### config.mk
export PLATFORM = sky130hd
export DESIGN_NAME = if_prefetch_queue_flat
export DESIGN_NICKNAME = d
export VERILOG_FILES = /design/src/rtl/if_prefetch_queue_pkg.sv /design/src/rtl/if_prefetch_queue_if.sv /design/src/rtl/if_prefetch_queue_fifo.sv /design/src/rtl/if_prefetch_queue.sv /design/src/flat_wrapper.sv
export SDC_FILE = /design/constraint.sdc
export NUM_CORES = 1
export LEC_CHECK = 0
export CAP_MARGIN = 10
export CORE_ASPECT_RATIO = 1.5
export CORE_MARGIN = 2
export CORE_UTILIZATION = 45
export CTS_CLUSTER_DIAMETER = 30
export DETAILED_ROUTE_END_ITERATION = 7
export HOLD_SLACK_MARGIN = 0.02
export PLACE_DENSITY_LB_ADDON = 0.05
export RECOVER_POWER = 50
export SLEW_MARGIN = 20
export SYNTH_ARGS = -nofsm -noshare
export SYNTH_HDL_FRONTEND = slang
export SYNTH_HIERARCHICAL = 1
export SYNTH_SLANG_ARGS = --single-unit
### constraint.sdc
create_clock -name clk -period 2.8 [get_ports clk]
set_input_delay 0.42 -clock clk [delete_from_list [all_inputs] [get_ports clk]]
set_output_delay 0.42 -clock clk [all_outputs]
set_load 0.005 [all_outputs]
### src/rtl/if_prefetch_queue_pkg.sv
// Shared types and defaults for the instruction prefetch queue.
// Entry layout and default widths live here so the FIFO and the top agree on them.
package if_prefetch_queue_pkg;

  localparam int PKG_DEPTH  = 4;
  localparam int PKG_ADDR_W = 32;
  localparam int PKG_DATA_W = 32;
  localparam logic [PKG_ADDR_W-1:0] PKG_RESET_PC = 32'h0000_0000;
  localparam int PC_STEP = 4;

  typedef enum logic {
    RUN    = 1'b0,
    SQUASH = 1'b1
  } squashState_e;

  typedef struct packed {
    logic [PKG_ADDR_W-1:0] pc;
    logic [PKG_DATA_W-1:0] instr;
  } prefetchEntry_t;

endpackage

### src/rtl/if_prefetch_queue_if.sv
// Bundle of the redirect, instruction-memory and dequeue signals of the prefetch queue.
// master = the prefetch queue itself, slave = the surrounding pipeline/memory.
interface if_prefetch_queue_if
  import if_prefetch_queue_pkg::*;
#(
  parameter int ADDR_W = PKG_ADDR_W,
  parameter int DATA_W = PKG_DATA_W
) ();

  logic              redirect_valid;
  logic [ADDR_W-1:0] redirect_pc;
  logic              imem_req_valid;
  logic              imem_req_ready;
  logic [ADDR_W-1:0] imem_req_addr;
  logic              imem_rsp_valid;
  logic [DATA_W-1:0] imem_rsp_data;
  logic              deq_valid;
  logic              deq_ready;
  logic [DATA_W-1:0] deq_instr;
  logic [ADDR_W-1:0] deq_pc;
  logic [ADDR_W-1:0] deq_pc_plus4;

  modport master (
    input  redirect_valid, redirect_pc, imem_req_ready, imem_rsp_valid, imem_rsp_data, deq_ready,
    output imem_req_valid, imem_req_addr, deq_valid, deq_instr, deq_pc, deq_pc_plus4
  );

  modport slave (
    output redirect_valid, redirect_pc, imem_req_ready, imem_rsp_valid, imem_rsp_data, deq_ready,
    input  imem_req_valid, imem_req_addr, deq_valid, deq_instr, deq_pc, deq_pc_plus4
  );

endinterface

### src/rtl/if_prefetch_queue_fifo.sv
// DEPTH-entry synchronous FIFO of {pc, instr} with flush; head is read straight from storage.
// DEPTH must be a power of two so the pointers wrap naturally.
module if_prefetch_queue_fifo
  import if_prefetch_queue_pkg::*;
#(
  parameter  int DEPTH = PKG_DEPTH,
  localparam int CW    = $clog2(DEPTH + 1)
) (
  input  logic           clk,
  input  logic           rst_n,
  input  logic           flush,
  input  logic           push,
  input  logic           pop,
  input  prefetchEntry_t pushEntry,
  output prefetchEntry_t headEntry,
  output logic [CW-1:0]  count
);

  localparam int PW = $clog2(DEPTH);

  prefetchEntry_t mem [DEPTH];
  logic [PW-1:0]  wrPtr;
  logic [PW-1:0]  rdPtr;
  logic           doPush;
  logic           doPop;

  assign doPush = push && !flush;
  assign doPop  = pop && !flush && (count != '0);

  always_ff @(posedge clk or negedge rst_n) begin
    if (!rst_n) begin
      wrPtr <= '0;
      rdPtr <= '0;
      count <= '0;
    end else if (flush) begin
      wrPtr <= '0;
      rdPtr <= '0;
      count <= '0;
    end else begin
      if (doPush) wrPtr <= wrPtr + 1'b1;
      if (doPop)  rdPtr <= rdPtr + 1'b1;
      case ({doPush, doPop})
        2'b10:   count <= count + 1'b1;
        2'b01:   count <= count - 1'b1;
        default: count <= count;
      endcase
    end
  end

  // Storage needs no reset: the top masks the head while the queue is empty.
  always_ff @(posedge clk) begin
    if (doPush) mem[wrPtr] <= pushEntry;
  end

  assign headEntry = mem[rdPtr];

endmodule

### src/rtl/if_prefetch_queue.sv
// In-order instruction prefetch queue feeding IF/ID, with branch-redirect flush and squash of
// responses still in flight when the redirect happens.
//
//   state  | meaning
//   RUN    | no stale fetches outstanding; every response is queued
//   SQUASH | dropCnt stale responses still due; each one is discarded on arrival
module if_prefetch_queue
  import if_prefetch_queue_pkg::*;
#(
  parameter int DEPTH  = PKG_DEPTH,
  parameter int ADDR_W = PKG_ADDR_W,
  parameter int DATA_W = PKG_DATA_W,
  parameter logic [ADDR_W-1:0] RESET_PC = PKG_RESET_PC
) (
  input logic clk,
  input logic rst_n,
  if_prefetch_queue_if.master bus
);

  localparam int CW = $clog2(DEPTH + 1);
  localparam logic [CW:0] DEPTH_C = (CW + 1)'(DEPTH);
  localparam logic [ADDR_W-1:0] STEP = ADDR_W'(PC_STEP);

  squashState_e      state;
  logic [ADDR_W-1:0] fetchPc;
  logic [ADDR_W-1:0] rspPc;
  logic [ADDR_W-1:0] targetPc;
  logic [DATA_W-1:0] rspData;
  logic [CW-1:0]     count;
  logic [CW-1:0]     outstanding;
  logic [CW-1:0]     outNext;
  logic [CW-1:0]     dropCnt;
  logic [CW:0]       reserved;
  logic              reqValid;
  logic              reqFire;
  logic              rspFire;
  logic              dropRsp;
  logic              keepRsp;
  logic              pop;
  prefetchEntry_t    pushEntry;
  prefetchEntry_t    headEntry;

  // Queued words plus fetches in flight never exceed DEPTH, so a response always has a slot.
  assign reserved = {1'b0, count} + {1'b0, outstanding};
  assign reqValid = rst_n && !bus.redirect_valid && (reserved < DEPTH_C);
  assign reqFire  = reqValid && bus.imem_req_ready;
  assign rspFire  = bus.imem_rsp_valid && (outstanding != '0);
  assign dropRsp  = rspFire && (bus.redirect_valid || state == SQUASH);
  assign keepRsp  = rspFire && !dropRsp;
  assign pop      = bus.deq_valid && bus.deq_ready;
  assign outNext  = outstanding + {{(CW-1){1'b0}}, reqFire} - {{(CW-1){1'b0}}, rspFire};
  assign targetPc = {bus.redirect_pc[ADDR_W-1:2], 2'b00};
  assign rspData  = bus.imem_rsp_data;

  // Responses come back in order and fetches are sequential, so the next kept response's PC
  // is tracked with a single register instead of a tag per in-flight request.
  assign pushEntry.pc    = rspPc;
  assign pushEntry.instr = rspData;

  always_ff @(posedge clk or negedge rst_n) begin
    if (!rst_n) begin
      state       <= RUN;
      dropCnt     <= '0;
      outstanding <= '0;
      fetchPc     <= RESET_PC;
      rspPc       <= RESET_PC;
    end else begin
      outstanding <= outNext;
      if (bus.redirect_valid) begin
        fetchPc <= targetPc;
        rspPc   <= targetPc;
        dropCnt <= outNext;
        state   <= (outNext != '0) ? SQUASH : RUN;
      end else begin
        if (reqFire) fetchPc <= fetchPc + STEP;
        if (keepRsp) rspPc   <= rspPc + STEP;
        if (dropRsp) begin
          dropCnt <= dropCnt - 1'b1;
          state   <= (dropCnt == CW'(1)) ? RUN : SQUASH;
        end
      end
    end
  end

  if_prefetch_queue_fifo #(.DEPTH(DEPTH)) u_fifo (
    .clk       (clk),
    .rst_n     (rst_n),
    .flush     (bus.redirect_valid),
    .push      (keepRsp),
    .pop       (pop),
    .pushEntry (pushEntry),
    .headEntry (headEntry),
    .count     (count)
  );

  assign bus.imem_req_valid = reqValid;
  assign bus.imem_req_addr  = fetchPc;
  assign bus.deq_valid      = (count != '0);
  assign bus.deq_instr      = bus.deq_valid ? headEntry.instr : '0;
  assign bus.deq_pc         = bus.deq_valid ? headEntry.pc : '0;
  assign bus.deq_pc_plus4   = bus.deq_valid ? headEntry.pc + STEP : '0;

  rspWithoutFetch: assert property (@(posedge clk) disable iff (!rst_n)
    bus.imem_rsp_valid |-> (outstanding != '0));

endmodule

### src/flat_wrapper.sv
// flat-port wrapper written by rule: the top's interface ports become plain ports
module if_prefetch_queue_flat import if_prefetch_queue_pkg::*;
#(
  parameter int DEPTH  = PKG_DEPTH,
  parameter int ADDR_W = PKG_ADDR_W,
  parameter int DATA_W = PKG_DATA_W,
  parameter logic [ADDR_W-1:0] RESET_PC = PKG_RESET_PC
)
  (clk, rst_n, bus_redirect_valid, bus_redirect_pc, bus_imem_req_ready, bus_imem_rsp_valid, bus_imem_rsp_data, bus_deq_ready, bus_imem_req_valid, bus_imem_req_addr, bus_deq_valid, bus_deq_instr, bus_deq_pc, bus_deq_pc_plus4);
  if_prefetch_queue_if #(.ADDR_W(ADDR_W), .DATA_W(DATA_W)) bus_i ();
  input logic clk;
  input logic rst_n;
  input wire logic [$bits(bus_i.redirect_valid)-1:0] bus_redirect_valid;
  input wire logic [$bits(bus_i.redirect_pc)-1:0] bus_redirect_pc;
  input wire logic [$bits(bus_i.imem_req_ready)-1:0] bus_imem_req_ready;
  input wire logic [$bits(bus_i.imem_rsp_valid)-1:0] bus_imem_rsp_valid;
  input wire logic [$bits(bus_i.imem_rsp_data)-1:0] bus_imem_rsp_data;
  input wire logic [$bits(bus_i.deq_ready)-1:0] bus_deq_ready;
  output wire logic [$bits(bus_i.imem_req_valid)-1:0] bus_imem_req_valid;
  output wire logic [$bits(bus_i.imem_req_addr)-1:0] bus_imem_req_addr;
  output wire logic [$bits(bus_i.deq_valid)-1:0] bus_deq_valid;
  output wire logic [$bits(bus_i.deq_instr)-1:0] bus_deq_instr;
  output wire logic [$bits(bus_i.deq_pc)-1:0] bus_deq_pc;
  output wire logic [$bits(bus_i.deq_pc_plus4)-1:0] bus_deq_pc_plus4;
  assign bus_i.redirect_valid = bus_redirect_valid;
  assign bus_i.redirect_pc = bus_redirect_pc;
  assign bus_i.imem_req_ready = bus_imem_req_ready;
  assign bus_i.imem_rsp_valid = bus_imem_rsp_valid;
  assign bus_i.imem_rsp_data = bus_imem_rsp_data;
  assign bus_i.deq_ready = bus_deq_ready;
  assign bus_imem_req_valid = bus_i.imem_req_valid;
  assign bus_imem_req_addr = bus_i.imem_req_addr;
  assign bus_deq_valid = bus_i.deq_valid;
  assign bus_deq_instr = bus_i.deq_instr;
  assign bus_deq_pc = bus_i.deq_pc;
  assign bus_deq_pc_plus4 = bus_i.deq_pc_plus4;
  if_prefetch_queue #(.DEPTH(DEPTH), .ADDR_W(ADDR_W), .DATA_W(DATA_W), .RESET_PC(RESET_PC)) u_core (.clk(clk), .rst_n(rst_n), .bus(bus_i));
endmodule
==> out/results.ini <==
[critical_path]
required_ns = 2.38
worst-setup-path-type = reg -> out
worstRegToRegCells = 7
cp.arrival_ns = 2.93
worstSetupEndpointType = output port
startpoint_type = register
crit_path_max_fanout = 6

[timing]
maxSlewViolCount = 0
finalClockSkew_ns = 0.0119
fmax_mhz = 298
setup_viol = 62
max-slew-margin-rel = 0.242
worst_pin_slew_ns = 1.14
post-route-worst-setup-slack_ns = -0.553
final.min_clock_period_ns = 3.35
hold_viol = 0
period_share = 1.20
hold_ws_ns = 0.321
grt_setup_unrepaired = true

[synthesis]
synth_ff_type = edfxtp_1
synth-seq-cells = 330
synth-async-reset-ratio = 0.224
ys_warn_count = 6
seq_area_frac_synth = 0.646
avgSynthCellArea_sq_um = 14.7
synth-edff-count = 256
ys_types = 61
synthesis.area_sq_um = 14800
synthCells = 1004

[grt]
antenna_found_initial = 0
grt_pass1_wl_um = 55900
grt_usage = 0.207
overflow = 0
grt_pass1_vias = 10200
grt_max_degree = 67

[drt]
vias = 9704
drt_iter0_drc = 501
wl_um = 35500
ant_nets = 0
avgViaCountPerCell = 5.37
drt-pass1-iter-count = 4
wl_per_cell_um = 19.7
drcViolationCount = 0

[layout]
antenna_cells = 0
final_layout_size_suffix_gt1_frac = 0.292
nets = 1439
areaGrowthSynthToFinish_pct = 37.5
final_cell_mix = edfxtp_1, clkdlybuf4s50_1, dfrtp_1
post-route-cell-area_sq_um = 20300
final_common_cell = edfxtp_1
instances_no_fill = 1806

[job]
drv_cap = 0

[place]
dp_cells = 1674
dpl.hpwl_um = 24100
placed_cell_area_sq_um = 18000
gp_congestion = 0.833
port_buffers = 195

[die]
num_rows = 81
initial_core_util = 0.455
core_sq_um = 32400
dieArea_sq_um = 34300
io_pins = 200
die_w_um = 152
die_height_um = 226

[clocking]
clock-root-buffer = clkbuf_16
cts.sinks = 330
clockBufferDepth = 3
cts_tree = built
clk_latency_ns = 0.54
htreeDepth = 2
cts_made_buffers = 49
clkTransAtPathRegs_ns = 0.05

[hold_path]
hold_depth = 3
hold_class = in -> reg

[status]
failed_checks = setup timing
status = complete, but fails checks

[power]
powerDensity_nw_per_um2 = 662
power_mw = 13.4
ir_drop_mv = 0.500
leakage_nw = 7.47

## state kept, by name, indices dropped and copies added (netlist names)
| register | flops |
|---|---|
| u_core/outstanding | 3 |
| u_core/u_fifo/count | 3 |
| u_core/bus.imem_req_addr | 30 |
| u_core/rspPc | 30 |
| u_core/u_fifo/rdPtr | 2 |
| u_core/dropCnt | 3 |
| u_core/u_fifo/wrPtr | 2 |
| u_core/state | 1 |
| u_core/u_fifo/mem | 256 |
## cells in the mapped netlist, drive strengths merged, types with 2 or more instances
cell type	number	area (sq um)
and4	12	106
o21bai	2	15.0
or3	6	37.5
a221o	4	40.0
mux2i	2	20.0
a31oi	4	25.0
buf	24	218
fa	2	40.0
ha	13	163
a21oi	13	65.1
mux4	64	1440
o311ai	10	87.6
nand3	41	218
o31ai	2	28.8
and2	77	483
inv	16	60.1
a21boi	2	15.0
nor2b	2	12.5
or2	2	12.5
and3	13	81.3
o21ai	49	245
dfrtp	74	1850
edfxtp	256	7690
nor2	57	216
nand3b	8	60.1
nand2b	5	31.3
xor2	33	289
clkbuf	28	108
o211ai	10	75.1
nor3b	3	22.5
nand2	70	263
nor4	13	96.3
nor3	19	95.1
nand4	20	131
xnor2	31	272
mux2	5	56.3
## where the power goes
group / leakage [nW] / switching, mW / internal, mW
Clock: 0.787 / 2.23 / 3.81
Combinational: 3.48 / 0.787 / 0.894
Sequential: 3.20 / 0.221 / 5.51
Total: 7.47 / 3.24 / 10.2
## metal layers
layer	vias to the layer above	global-route usage	wire, um
met5	-	0	0
met4	0	0.0621	784
met3	58	0.0315	1420
met2	278	0.387	19300
met1	4853	0.246	14100
li1	4515	-	-
## metrics by stage
| step | util | setup slack (ns) | TNS [ns] |
|---|---|---|---|
| 2_1_floorplan | - | -0.217 | -55.61 |
| 3_3_place_gp | 0.555 | -0.538 | -8.82 |
| 3_5_place_dp | 0.555 | -0.587 | -9.51 |
| 4_1_cts | 0.619 | -0.598 | -19.46 |
| 5_1_grt | 0.626 | -0.660 | -24.39 |
| 6_report | 0.626 | -0.553 | -14.92 |
## path summary, 6_finish.rpt
check                                                              start                                        to  slack, ns
worst max register to register        u_core/u_fifo/count[2]$_DFFE_PN0P_  u_core/bus.imem_req_addr[22]$_DFFE_PN0N_       0.02
worst min-delay path                                  bus_redirect_valid        u_core/u_fifo/rdPtr[0]$_DFFE_PN0P_       0.32
min in group asynchronous                                          rst_n           u_core/outstanding[1]$_DFF_PN0_       0.76
worst min register to register  u_core/bus.imem_req_addr[17]$_DFFE_PN0N_  u_core/bus.imem_req_addr[17]$_DFFE_PN0N_       0.53
max in group asynchronous                                          rst_n  u_core/bus.imem_req_addr[29]$_DFFE_PN0N_       0.54
worst max-delay path                  u_core/u_fifo/rdPtr[0]$_DFFE_PN0P_                      bus_deq_pc_plus4[29]      -0.55
## final cells by class
class,count,area (sq um)
clock buffer,51,1230
clock inverter,37,407
fill,2551,12100
inverter,17,63.8
multi-input combinational,614,5090
sequential,330,9550
tap,415,519
timing repair buffer,342,3430
## repair_timing
item / CTS / global route
buffers inserted: 27 / 23
hold buffers: 1 / 0
pin swaps: 32 / 14
setup endpoints to repair: 97 / 88
gates cloned: 3 / 0
gates resized for setup: 242 / 93
hold endpoints to repair: 19 / 0
## worst max-delay path: stages (launching register included)
cell	delay [ns]
dfrtp_4	0.52
buf_12	0.15
buf_12	0.14
mux4_2	0.39
nand2_4	0.07
nor4_4	0.24
buf_4	0.19
nand3_4	0.09
or3_1	0.32
a21oi_2	0.15
buf_2	0.12
## cell families after synthesis
group | Yosys count | share of synthesized area
and+or+nand+nor | 350 | 0.128
AOI/OAI and AO/OA | 104 | 0.0448
muxes | 71 | 0.103
other | 1 | 0.000254
adders and majority gates | 15 | 0.0137
buffers and inverters | 69 | 0.0264
xor gates and xnor gates | 64 | 0.0380
DFF | 330 | 0.646
Note: power is estimated with default switching activity, not from simulation.
